File: src/rtl/prog_mem_responder.sv
// Word-addressed memory serving a CPU port, with a host load port that streams
// a full image in before the CPU runs. CPU accesses are refused while loading.
module prog_mem_responder #(
    parameter int DATA_WIDTH = 10,
    parameter int MEM_DEPTH  = 8,
    parameter int ADDR_WIDTH = 3,
    parameter int CNT_WIDTH  = 4
) (
    input  logic                  clk,
    input  logic                  rst,
    input  logic                  load_start,
    input  logic                  load_valid,
    input  logic [DATA_WIDTH-1:0] load_data,
    output logic                  load_ready,
    output logic                  load_done,
    output logic                  busy,
    input  logic [ADDR_WIDTH-1:0] addr,
    input  logic                  rd_en,
    input  logic                  wr_en,
    input  logic [DATA_WIDTH-1:0] data_in,
    output logic [DATA_WIDTH-1:0] data_out,
    output logic                  rd_valid,
    output logic [CNT_WIDTH-1:0]  drop_cnt
);

    typedef enum logic [1:0] {
        ST_IDLE = 2'd0,
        ST_LOAD = 2'd1,
        ST_RUN  = 2'd2
    } state_t;

    localparam logic [ADDR_WIDTH-1:0] LAST_PTR = ADDR_WIDTH'(MEM_DEPTH - 1);

    state_t                 state_q;
    logic [ADDR_WIDTH-1:0]  ptr_q;
    logic                   load_done_q;
    logic [DATA_WIDTH-1:0]  mem_q [MEM_DEPTH];
    logic [DATA_WIDTH-1:0]  data_out_q;
    logic                   rd_valid_q;
    logic [CNT_WIDTH-1:0]   drop_cnt_q;
    logic [CNT_WIDTH-1:0]   drop_cnt_d;

    logic in_load;
    logic load_we;
    logic cpu_rd;
    logic cpu_we;
    logic cpu_req;

    assign in_load = (state_q == ST_LOAD);
    assign load_we = in_load && load_valid;
    assign cpu_rd  = !in_load && rd_en;
    assign cpu_we  = !in_load && wr_en;
    assign cpu_req = rd_en || wr_en;

    assign load_ready = in_load;
    assign busy       = in_load;
    assign load_done  = load_done_q;
    assign data_out   = data_out_q;
    assign rd_valid   = rd_valid_q;
    assign drop_cnt   = drop_cnt_q;

    always_ff @(posedge clk) begin
        if (rst) begin
            state_q     <= ST_IDLE;
            ptr_q       <= '0;
            load_done_q <= 1'b0;
        end else begin
            load_done_q <= 1'b0;
            case (state_q)
                ST_IDLE: begin
                    if (load_start) begin
                        state_q <= ST_LOAD;
                        ptr_q   <= '0;
                    end
                end
                ST_LOAD: begin
                    if (load_valid) begin
                        ptr_q <= ptr_q + 1'b1;
                        if (ptr_q == LAST_PTR) begin
                            state_q     <= ST_RUN;
                            load_done_q <= 1'b1;
                        end
                    end
                end
                ST_RUN: begin
                    if (load_start) begin
                        state_q <= ST_LOAD;
                        ptr_q   <= '0;
                    end
                end
                default: begin
                    state_q <= ST_IDLE;
                    ptr_q   <= '0;
                end
            endcase
        end
    end

    // Per-word registers so the whole array can clear on reset; the load port
    // and the CPU port never write in the same cycle because they depend on state.
    generate
        for (genvar gi = 0; gi < MEM_DEPTH; gi++) begin : g_word
            always_ff @(posedge clk) begin
                if (rst) begin
                    mem_q[gi] <= '0;
                end else if (load_we && (ptr_q == ADDR_WIDTH'(gi))) begin
                    mem_q[gi] <= load_data;
                end else if (cpu_we && (addr == ADDR_WIDTH'(gi))) begin
                    mem_q[gi] <= data_in;
                end
            end
        end
    endgenerate

    // Read samples the pre-write word, giving read-before-write on a collision.
    always_ff @(posedge clk) begin
        if (rst) begin
            data_out_q <= '0;
            rd_valid_q <= 1'b0;
        end else begin
            rd_valid_q <= cpu_rd;
            if (cpu_rd) begin
                data_out_q <= mem_q[addr];
            end
        end
    end

    always_comb begin
        drop_cnt_d = drop_cnt_q;
        if (in_load && cpu_req && (drop_cnt_q != {CNT_WIDTH{1'b1}})) begin
            drop_cnt_d = drop_cnt_q + 1'b1;
        end
    end

    always_ff @(posedge clk) begin
        if (rst) begin
            drop_cnt_q <= '0;
        end else begin
            drop_cnt_q <= drop_cnt_d;
        end
    end

endmodule

File: config.mk
export PLATFORM = sky130hd
export DESIGN_NAME = prog_mem_responder
export DESIGN_NICKNAME = d
export VERILOG_FILES = /design/src/rtl/prog_mem_responder.sv
export SDC_FILE = /design/constraint.sdc
export NUM_CORES = 1
export LEC_CHECK = 0
export CORE_MARGIN = 5
export CORE_UTILIZATION = 60
export CTS_BUF_LIST = sky130_fd_sc_hd__clkbuf_16
export CTS_CLUSTER_DIAMETER = 40
export DETAILED_ROUTE_END_ITERATION = 12
export DONT_BUFFER_PORTS = 1
export PLACE_DENSITY = 0.79
export SLEW_MARGIN = 20
export SYNTH_ARGS = -nofsm -noshare
export SYNTH_HDL_FRONTEND = slang
export SYNTH_SLANG_ARGS = --single-unit
export TNS_END_PERCENT = 20
File: constraint.sdc
create_clock -name clk -period 2.35 [get_ports clk]
set_clock_uncertainty 0.15 [all_clocks]
set_input_delay 0.235 -clock clk [delete_from_list [all_inputs] [get_ports clk]]
set_output_delay 0.235 -clock clk [all_outputs]
set_load 0.01 [all_outputs]
==> results by group <==
Clock network
  – Total number of H-tree levels: 3
  – Clock root cell: sky130_fd_sc_hd__clkbuf_16
  – Clock tree sinks: 101
  – Count of hold buffers inserted by post-cts repair: 23
  – Number of CTS-inserted buffers: 9
  – CTS clock-pin slew for the worst setup and hold paths: 0.07 ns
  – CTS tree: yes
  – Clock Latency Late Sink: 0.34 ns
  – Post-CTS Resized: 0
  – Number of buffers added for setup after CTS: 0
  – Clk buf depth: 2

Drt
  – Vias per cell: 6.77
  – DRC viols: 0
  – Detailed Routing Iterations Pass 1: 5
  – Iteration-0 DRC Markers: 295
  – Antenna Violating Nets Remaining: 0
  – Vias: 3,620
  – Overall routed net length: 12.5 mm
  – Post-detailed-route wirelength per cell: 23.4 um

Floorplanning
  – Die ar.: 0.0104 mm2
  – Number of rows in the core area: 33
  – Die width: 102 um
  – Die height: 102 um
  – Starting Density: 61.8%
  – Core ar.: 0.00826 mm2
  – # IOs: 47

Timing
  – Normalized max-slew margin: 46.8%
  – Min Tclk post-route: 2.01 ns
  – Final Cycle Share: 85.4%
  – Post-route worst setup slack: 0.344 ns
  – Final Hold Violating Endpoints: 0
  – Setup repair after global routing missed its margin: no
  – Slew at the pin closest to its max-slew limit: 0.795 ns
  – Final Max Tran Viols: 0
  – # setup viols final: 0
  – Achievable Freq: 499 MHz
  – Setup tns final: 0 ns

Cells and area
  – Final core area utilization: 68.9%
  – Share of post-route cells with drive strength above 1: 11.2%
  – Number of nets in the layout: 458
  – Syn-to-layout area delta: 11.5%
  – Number of standard cells in the final layout excluding fillers: 535

Logic synthesis
  – Xor and xnor area share after synthesis: 0.172%
  – Leading cell types by total area after synthesis: sky130_fd_sc_hd__edfxtp_1 (47%), sky130_fd_sc_hd__a22o_1 (14%), sky130_fd_sc_hd__dfxtp_1 (8.2%)
  – Cell area after synthesis: 0.00510 mm2
  – Synthesized area per cell: 12.4 um2
  – Post-synthesis simple-gate area fraction: 9.27%
  – Main combinational cell family by area after synthesis: compound AO/OA/AOI/OAI gates
  – Synthesized net count: 448
  – Syn. warnings: 0
  – Top-area cell type share of the netlist area: 47.1%
  – Number of enable-type register cells in the synthesized netlist: 80
  – Cell type with the largest total area after synthesis: sky130_fd_sc_hd__edfxtp_1
  – Number of unique standard cell types used by synthesis: 41
  – Adder and majority cell fraction of the synthesized area: 1.72%
  – Synth Register Bits: 101
  – Share of async-settable or async-resettable flops after synthesis: 0%
  – Post-synthesis compound-gate area fraction: 20.9%
  – Leading cell types by count after synthesis: sky130_fd_sc_hd__a22o_1 (80), sky130_fd_sc_hd__edfxtp_1 (80), sky130_fd_sc_hd__mux2i_1 (42), sky130_fd_sc_hd__nor2_1 (23)
  – Post-synthesis mux area share: 8.24%
  – Number of standard cells after synthesis: 412
  – Primary flip-flop cell chosen by synthesis mapping: sky130_fd_sc_hd__edfxtp_1
  – Share of the yosys chip area belonging to registers: 55.3%

Critical path
  – Worst Setup Path Type: flop to flop
  – Worst path required time: 2.41 ns
  – Worst EP arrival: 2.06 ns
  – Launching element type of the critical path: flop
  – Worst-case reg-to-reg path depth: 5
  – Crit end category: flop
  – Critical path fanouts, max: 11

Worst hold path
  – Hold Crit Depth: 3
  – Worst min-delay path class: primary input to flop

Placement
  – Pre-CTS setup slack: 0.374 ns
  – Weighted congestion at the end of routability-driven global placement: 0.892
  – DP Cell Count: 493
  – Placed wire-length estimate: 8.17 mm
  – IO Port Bufs: 0

Job
  – Number of max-capacitance violations reported: 0

GRT
  – Number of global-route vias before repair: 3,706
  – Global route total overflow: 0
  – Maximum number of pins on one net before global-route repair: 45
  – Wire length of the first global-routing pass: 19.5 mm
  – Global-route usage over all layers: 25.2%
  – Number of antenna violations at the first check in global routing: 3

Power and ir drop
  – Switching fraction of total power: 23.2%
  – Leakage dissipation: 2.11 nW
  – Share of power burned in combinational logic: 9.5%
  – Pwr/cell area: 680 mW/mm2
  – Net load switching power: 898 uW
  – Worst supply voltage drop on vdd: 460 uV
  – Power share of the clock group: 37.0%
  – Power share of the sequential group: 53.4%
  – Internal power: 2.97 mW
  – Design Power: 3.87 mW

Status
  – Run status: finished clean
-- final timing paths --
path,start,endpoint,slack (ns)
worst min register to register,data_out[2]$_SDFFE_PP0P_,data_out[2]$_SDFFE_PP0P_,0.39
worst max-delay path,state_q[1]$_SDFFE_PP0P_,mem_q[7][5]$_DFFE_PP_,0.34
worst min-delay path,load_valid,ptr_q[0]$_SDFFE_PP0P_,0.06
worst max register to register,state_q[1]$_SDFFE_PP0P_,mem_q[7][5]$_DFFE_PP_,0.34
-- registers in the layout, indices dropped and copies added (netlist names) --
register   count
data_out      10
drop_cnt       4
mem_q         80
load_done      1
ptr_q          3
rd_valid       1
state_q        2
-- power by group through the flow --
stage / Combinational [mW] / Sequential (mW) / Clock (mW)
after global routing: 0.399 / 2.08 / 1.53
after detailed placement: 0.284 / 2.11 / 0
after global placement: 0.277 / 2.10 / 0
after CTS: 0.365 / 2.07 / 1.44
after floorplan: 0.276 / 2.09 / 0
final: 0.369 / 2.07 / 1.43
-- cell families after synthesis --
| family | count (synthesis) |
|---|---|
| compound gates | 132 |
| xor+xnor | 1 |
| fa+ha+maj | 7 |
| buf+inv | 50 |
| flops | 101 |
| mux | 42 |
| simple gates | 79 |
-- cell usage in the layout, fill, tap and decap left out, drive strengths merged, types with 3 or more instances in the layout --
master / count
a22oi: 22
clkbuf: 9
dfxtp: 21
nand3: 6
nor2: 30
a22o: 80
nand2b: 7
a211oi: 3
inv: 11
ha: 7
edfxtp: 80
nand2: 5
buf: 16
and2: 3
dlygate4sd3: 23
clkinv: 4
o21ai: 5
nor3: 17
a21oi: 16
o221ai: 4
mux2i: 42
diode: 3
-- stage by stage --
stage / hold WS, ns / area, um2
after floorplan: 0.229 / 5100
after global placement: 0.158 / 5170
after detailed placement: 0.163 / 5170
after CTS: 0.0536 / 5680
after global routing: 0.0897 / 5690
final: 0.0598 / 5690
-- worst max-delay path: stages (launching register included) --
cell                       delay (ns)
sky130_fd_sc_hd__dfxtp_1         0.38
sky130_fd_sc_hd__nand2b_4        0.23
sky130_fd_sc_hd__inv_2           0.12
sky130_fd_sc_hd__and2_4          0.23
sky130_fd_sc_hd__a211oi_4        0.52
sky130_fd_sc_hd__a22o_1          0.25
-- area by class of cell --
class                      count  area [um2]
tap                          105         131
inverter                      10        37.5
fill                         588        2570
clock inverter                 7        57.6
timing repair buffer          39         350
multi-input combinational    261        2060
antenna                        3        7.51
clock buffer                   9         225
sequential                   101        2820
-- metal layers --
metal	GRT usage (%)	wire, um
met5	0	0
met4	11.8	400
met3	5.60	1130
met2	41.9	6330
met1	31.3	4640
Power figures use the tool's default switching activity.
==> patch 1, RTL diff (same settings) <==
Put one more register stage on the output `drop_cnt`, cleared by the reset. The value now appears one clock later. The other outputs are not delayed to match.
--- a/src/rtl/prog_mem_responder.sv
+++ b/src/rtl/prog_mem_responder.sv
@@ -59,3 +59,9 @@
     assign rd_valid   = rd_valid_q;
-    assign drop_cnt   = drop_cnt_q;
+    always_ff @(posedge clk) begin
+        if (rst) begin
+            drop_cnt <= '0;
+        end else begin
+            drop_cnt <= drop_cnt_q;
+        end
+    end
 
Behaviour: not the same (Yosys sat finds a counterexample within 4 cycles, from zero or initial values and one cycle with rst high).
==> patch 1 against the original RTL <==
The run now ends with negative setup slack left; setup slack got worse by 0.35 ns; power rose by 4.6%; wire length rose by 8.4%; final area rose by 3.5%; sequential power rose by 3%; sequential cell count rose by 4; first-iteration DRC count rose by 67%; synthesized area rose by 2.1%; clock power rose by 7%; critical path type unchanged; largest power group unchanged.
==> patch 1: results (changes against the original RTL) <==
{
  "global_routing": {
    "number_of_global_route_vias_before_repair": {"value": 3634, "change": "-1.9%"},
    "globalRouteMet1Util": {"value": 0.3307, "change": "+0.01748"},
    "use_met3": {"value": 0.04601, "change": "-0.009965"},
    "wire_length_of_the_first_global_routing_pass": {"value": 20890, "unit": "um", "change": "+7.1%"},
    "grt.met2_usage": {"value": 0.4741, "change": "+0.05481"}
  },
  "final_layout": {
    "fillerInstances": {"value": 621, "change": "+5.6%"},
    "layout-drive-gt1-share": {"value": 0.1247, "change": "+0.01230"}
  },
  "status": {
    "violations": "negative setup slack",
    "run_status": "complete, but fails checks"
  },
  "logic_synthesis": {
    "synth.area.top_cells": "edfxtp_1 46%, a22o_1 13%, dfxtp_1 9.6%",
    "synth.avg_cell_area": {"value": 12.40, "unit": "sq um", "change": "+0.12%"},
    "yosysSeqAreaShare": {"value": 0.5574, "change": "+0.004212"},
    "syn-num-nets": {"value": 456, "change": "+1.8%"}
  },
  "timing": {
    "layout_setup_ws": {"value": -0.007003, "unit": "ns", "change": "-0.3510 ns"},
    "final-setup-viol-count": {"value": 2, "change": "+2"},
    "timing.setup.tns": {"value": -0.009214, "unit": "ns", "change": "-0.009214 ns"},
    "timing.slew.headroom": {"value": 0.4176, "change": "-0.05052"},
    "whs": {"value": 0.09903, "unit": "ns", "change": "+0.03925 ns"}
  },
  "worst_setup_path": {
    "reg2reg_to": "mem_q[2][6]$_DFFE_PP_",
    "cp.arrival": {"value": 2.42, "unit": "ns", "change": "+0.36 ns"}
  },
  "power": {
    "ir_drop": {"value": 0.2973, "unit": "mV", "change": "-35%"}
  },
  "placement": {
    "globalplace.congestion": {"value": 0.9214, "change": "+3.3%"},
    "place.detailed.instances": {"value": 503, "change": "+2.0%"},
    "placed_cell_area": {"value": 5270, "unit": "sq um", "change": "+2.0%"}
  },
  "drt": {
    "met3_wirelength": {"value": 1060, "unit": "um", "change": "-6.2%"},
    "wl_per_cell": {"value": 24.69, "unit": "um", "change": "+5.7%"},
    "m1WireLength": {"value": 4686, "unit": "um", "change": "+0.97%"},
    "met2WireLength": {"value": 7393, "unit": "um", "change": "+17%"},
    "detail_route.wirelength": {"value": 13550, "unit": "um", "change": "+8.4%"}
  },
  "worst_hold_path": {
    "min_to": "ptr_q[1]$_SDFFE_PP0P_"
  }
}
[patch 1: cell count changes in the layout (fill, tap and decap cells not counted), sizes merged]
cell and delta:
clkinv -4, dfxtp +4, dlygate4sd3 +4, nor2b +4, diode -3, buf +2, clkinvlp +2, inv +2
[patch 1: area by class of cell]
type,instances,area (sq um),area share
Sequential cell,105,2904,0.4933
Multi-Input combinational cell,265,2088,0.3547
Timing Repair Buffer,45,417.9,0.07099
Clock buffer,9,225.2,0.03826
Tap cell,108,135.1,0.02295
Clock inverter,7,76.32,0.01296
Inverter,10,40.04,0.006801
[patch 1: kinds of logic (layout without fill, tap and decap cells)]
group	Yosys count	after routing	share of synthesized area
AOI/OAI and AO/OA	132	132	0.2047
xor gates and xnor gates	1	1	0.001682
adders and majority gates	7	7	0.01682
buffers and inverters	50	71	0.04325
DFF	105	105	0.5574
muxes	42	42	0.08073
and+or+nand+nor	83	83	0.09539
[patch 1: power by group through the flow]
stage / Sequential (mW) / Clock (mW) / Combinational, mW
3_5_place_dp: 2.18 / 0 / 0.288
4_1_cts: 2.14 / 1.53 / 0.373
6_report: 2.14 / 1.53 / 0.380
3_3_place_gp: 2.18 / 0 / 0.279
5_1_grt: 2.15 / 1.63 / 0.408
2_1_floorplan: 2.16 / 0 / 0.278
[patch 1: repair_timing]
| action | 4_1_cts | 5_1_grt |
|---|---|---|
| endpoints found under the setup margin | 0 | 4 |
| hold buffers | 27 | 0 |
| resized for setup | 0 | 3 |
| setup buffers | 0 | 3 |
| hold endpoints to repair | 104 | 0 |
[patch 1: critical path, cell delays in order (launching register included)]
cell,delay (ns)
dfxtp_1,0.40
nand2b_4,0.26
nand4_4,0.17
nor2_2,0.47
a22o_1,0.23
dlygate4sd3_1,0.55
==> patch 2, RTL diff (same flow settings) <==
Made on the original files. The parameter `CNT_WIDTH` goes from 4 to 6.
--- a/src/rtl/prog_mem_responder.sv
+++ b/src/rtl/prog_mem_responder.sv
@@ -6,3 +6,3 @@
     parameter int ADDR_WIDTH = 3,
-    parameter int CNT_WIDTH  = 4
+    parameter int CNT_WIDTH  = 6
 ) (
Interface: changed (resized drop_cnt); port bits go from 47 to 49. The function was not compared with the original's and may differ.
==> patch 2 against the original RTL <==
Clock power grew 22%; critical path depth down 2; wire length grew 16%; fmax shrank 6.6%; setup slack worse by 0.14 ns; sequential cell count up 2; power up 9.4%; final area increased by 5.4%; die area rose by 2.1%; combinational power up 4%; synthesized area is 2.3% higher; critical endpoint is now mem_q[4][5]$_SDFFCE_PN0P_; highest routed layer unchanged.
==> patch 2: results (changes against the original RTL) <==
{
  "status": {
    "run_status": "finished clean"
  },
  "placement": {
    "dp.final_hpwl": {"value": 9140, "unit": "um", "change": "+12%"},
    "place.detailed.instances": {"value": 524, "change": "+6.3%"},
    "detailedPlace.worstSlack": {"value": 0.2008, "unit": "ns", "change": "-0.1733 ns"},
    "globalplace.congestion": {"value": 0.9061, "change": "+1.6%"}
  },
  "power": {
    "combPwrFrac": {"value": 0.091, "change": "-0.004"},
    "power_of_the_combinational_group": {"value": 0.385, "unit": "mW", "change": "+4%"},
    "sequentialPowerShare": {"value": 0.495, "change": "-0.039"},
    "power.share.switching": {"value": 0.2322, "change": "about the same"},
    "clock_power_share": {"value": 0.414, "change": "+0.044"}
  },
  "logic_synthesis": {
    "yosysSeqAreaShare": {"value": 0.5483, "change": "-0.004926"},
    "synth.avg_cell_area": {"value": 12.20, "unit": "sq um", "change": "-1.5%"},
    "syn-num-nets": {"value": 464, "change": "+3.6%"},
    "post_synth_mux_area_share": {"value": 0.05871, "change": "-0.02368"},
    "synth.area.top_cells": "edfxtp_1 46%, a22o_1 14%, dfxtp_1 8.8%",
    "post_synth_fa_ha_maj_area_fraction": {"value": 0.01677, "change": "-0.0003908"},
    "synth_compound_area_frac": {"value": 0.2248, "change": "+0.01585"}
  },
  "drt": {
    "drt-pass1-iter-count": {"value": 6, "change": "+1"},
    "drt_iter0_drc": {"value": 370, "change": "+25%"},
    "m1WireLength": {"value": 5593, "unit": "um", "change": "+21%"},
    "routed_via_density": {"value": 7.025, "change": "+3.8%"}
  },
  "final_layout": {
    "layout-drive-gt1-share": {"value": 0.1376, "change": "+0.02514"},
    "clkCellAreaFrac": {"value": 0.05780, "change": "+0.008091"},
    "diodes": {"value": 0, "change": "-3"},
    "finalNetCount": {"value": 489, "change": "+6.8%"},
    "fillerInstances": {"value": 616, "change": "+4.8%"},
    "final_non_clock_buffer_share": {"value": 0.07471, "change": "+0.01312"},
    "non_clock_buffer_count": {"value": 51, "change": "+31%"}
  },
  "timing": {
    "timing_worst_slew_pin_value": {"value": 1.001, "unit": "ns", "change": "+0.2053 ns"}
  },
  "worst_setup_path": {
    "cp.arrival": {"value": 1.96, "unit": "ns", "change": "-0.10 ns"},
    "slowest_stage": "o311ai_2",
    "worstPathMaxFanout": {"value": 12, "change": "+1"}
  },
  "global_routing": {
    "use_met3": {"value": 0.07512, "change": "+0.01914"},
    "largest_net_degree_at_the_start_of_global_routing": {"value": 56, "change": "+24%"},
    "grt_antenna_before_repair": {"value": 0, "change": "-3"}
  },
  "clock_tree": {
    "hold_buffers_post_cts": {"value": 26, "change": "+13%"}
  }
}
-- patch 2: changes by cell type after synthesis, sizes merged, moves of 6 or more --
cell   delta
nor3      -7
nor2b     +9
nand2     +9
a32o      +8
mux2i    -17
a22oi    -12
o21ai     +6
-- patch 2: logic make-up after synthesis --
group           after synthesis
fa+ha+maj                     7
mux                          30
flops                       103
simple gates                 92
compound gates              146
xor+xnor                      1
buf+inv                      49
-- patch 2: worst paths after layout --
| check | slack [ns] | startpoint | to | cells after the start |
|---|---|---|---|---|
| worst max-delay path | 0.20 | state_q[1]$_SDFFE_PP0P_ | mem_q[4][5]$_SDFFCE_PN0P_ | 3 |
| worst min-delay path | 0.01 | load_start | ptr_q[0]$_SDFFE_PP0P_ | 3 |
| worst max register to register | 0.20 | state_q[1]$_SDFFE_PP0P_ | mem_q[4][5]$_SDFFCE_PN0P_ | 3 |
| worst min register to register | 0.36 | ptr_q[0]$_SDFFE_PP0P_ | ptr_q[0]$_SDFFE_PP0P_ | 2 |
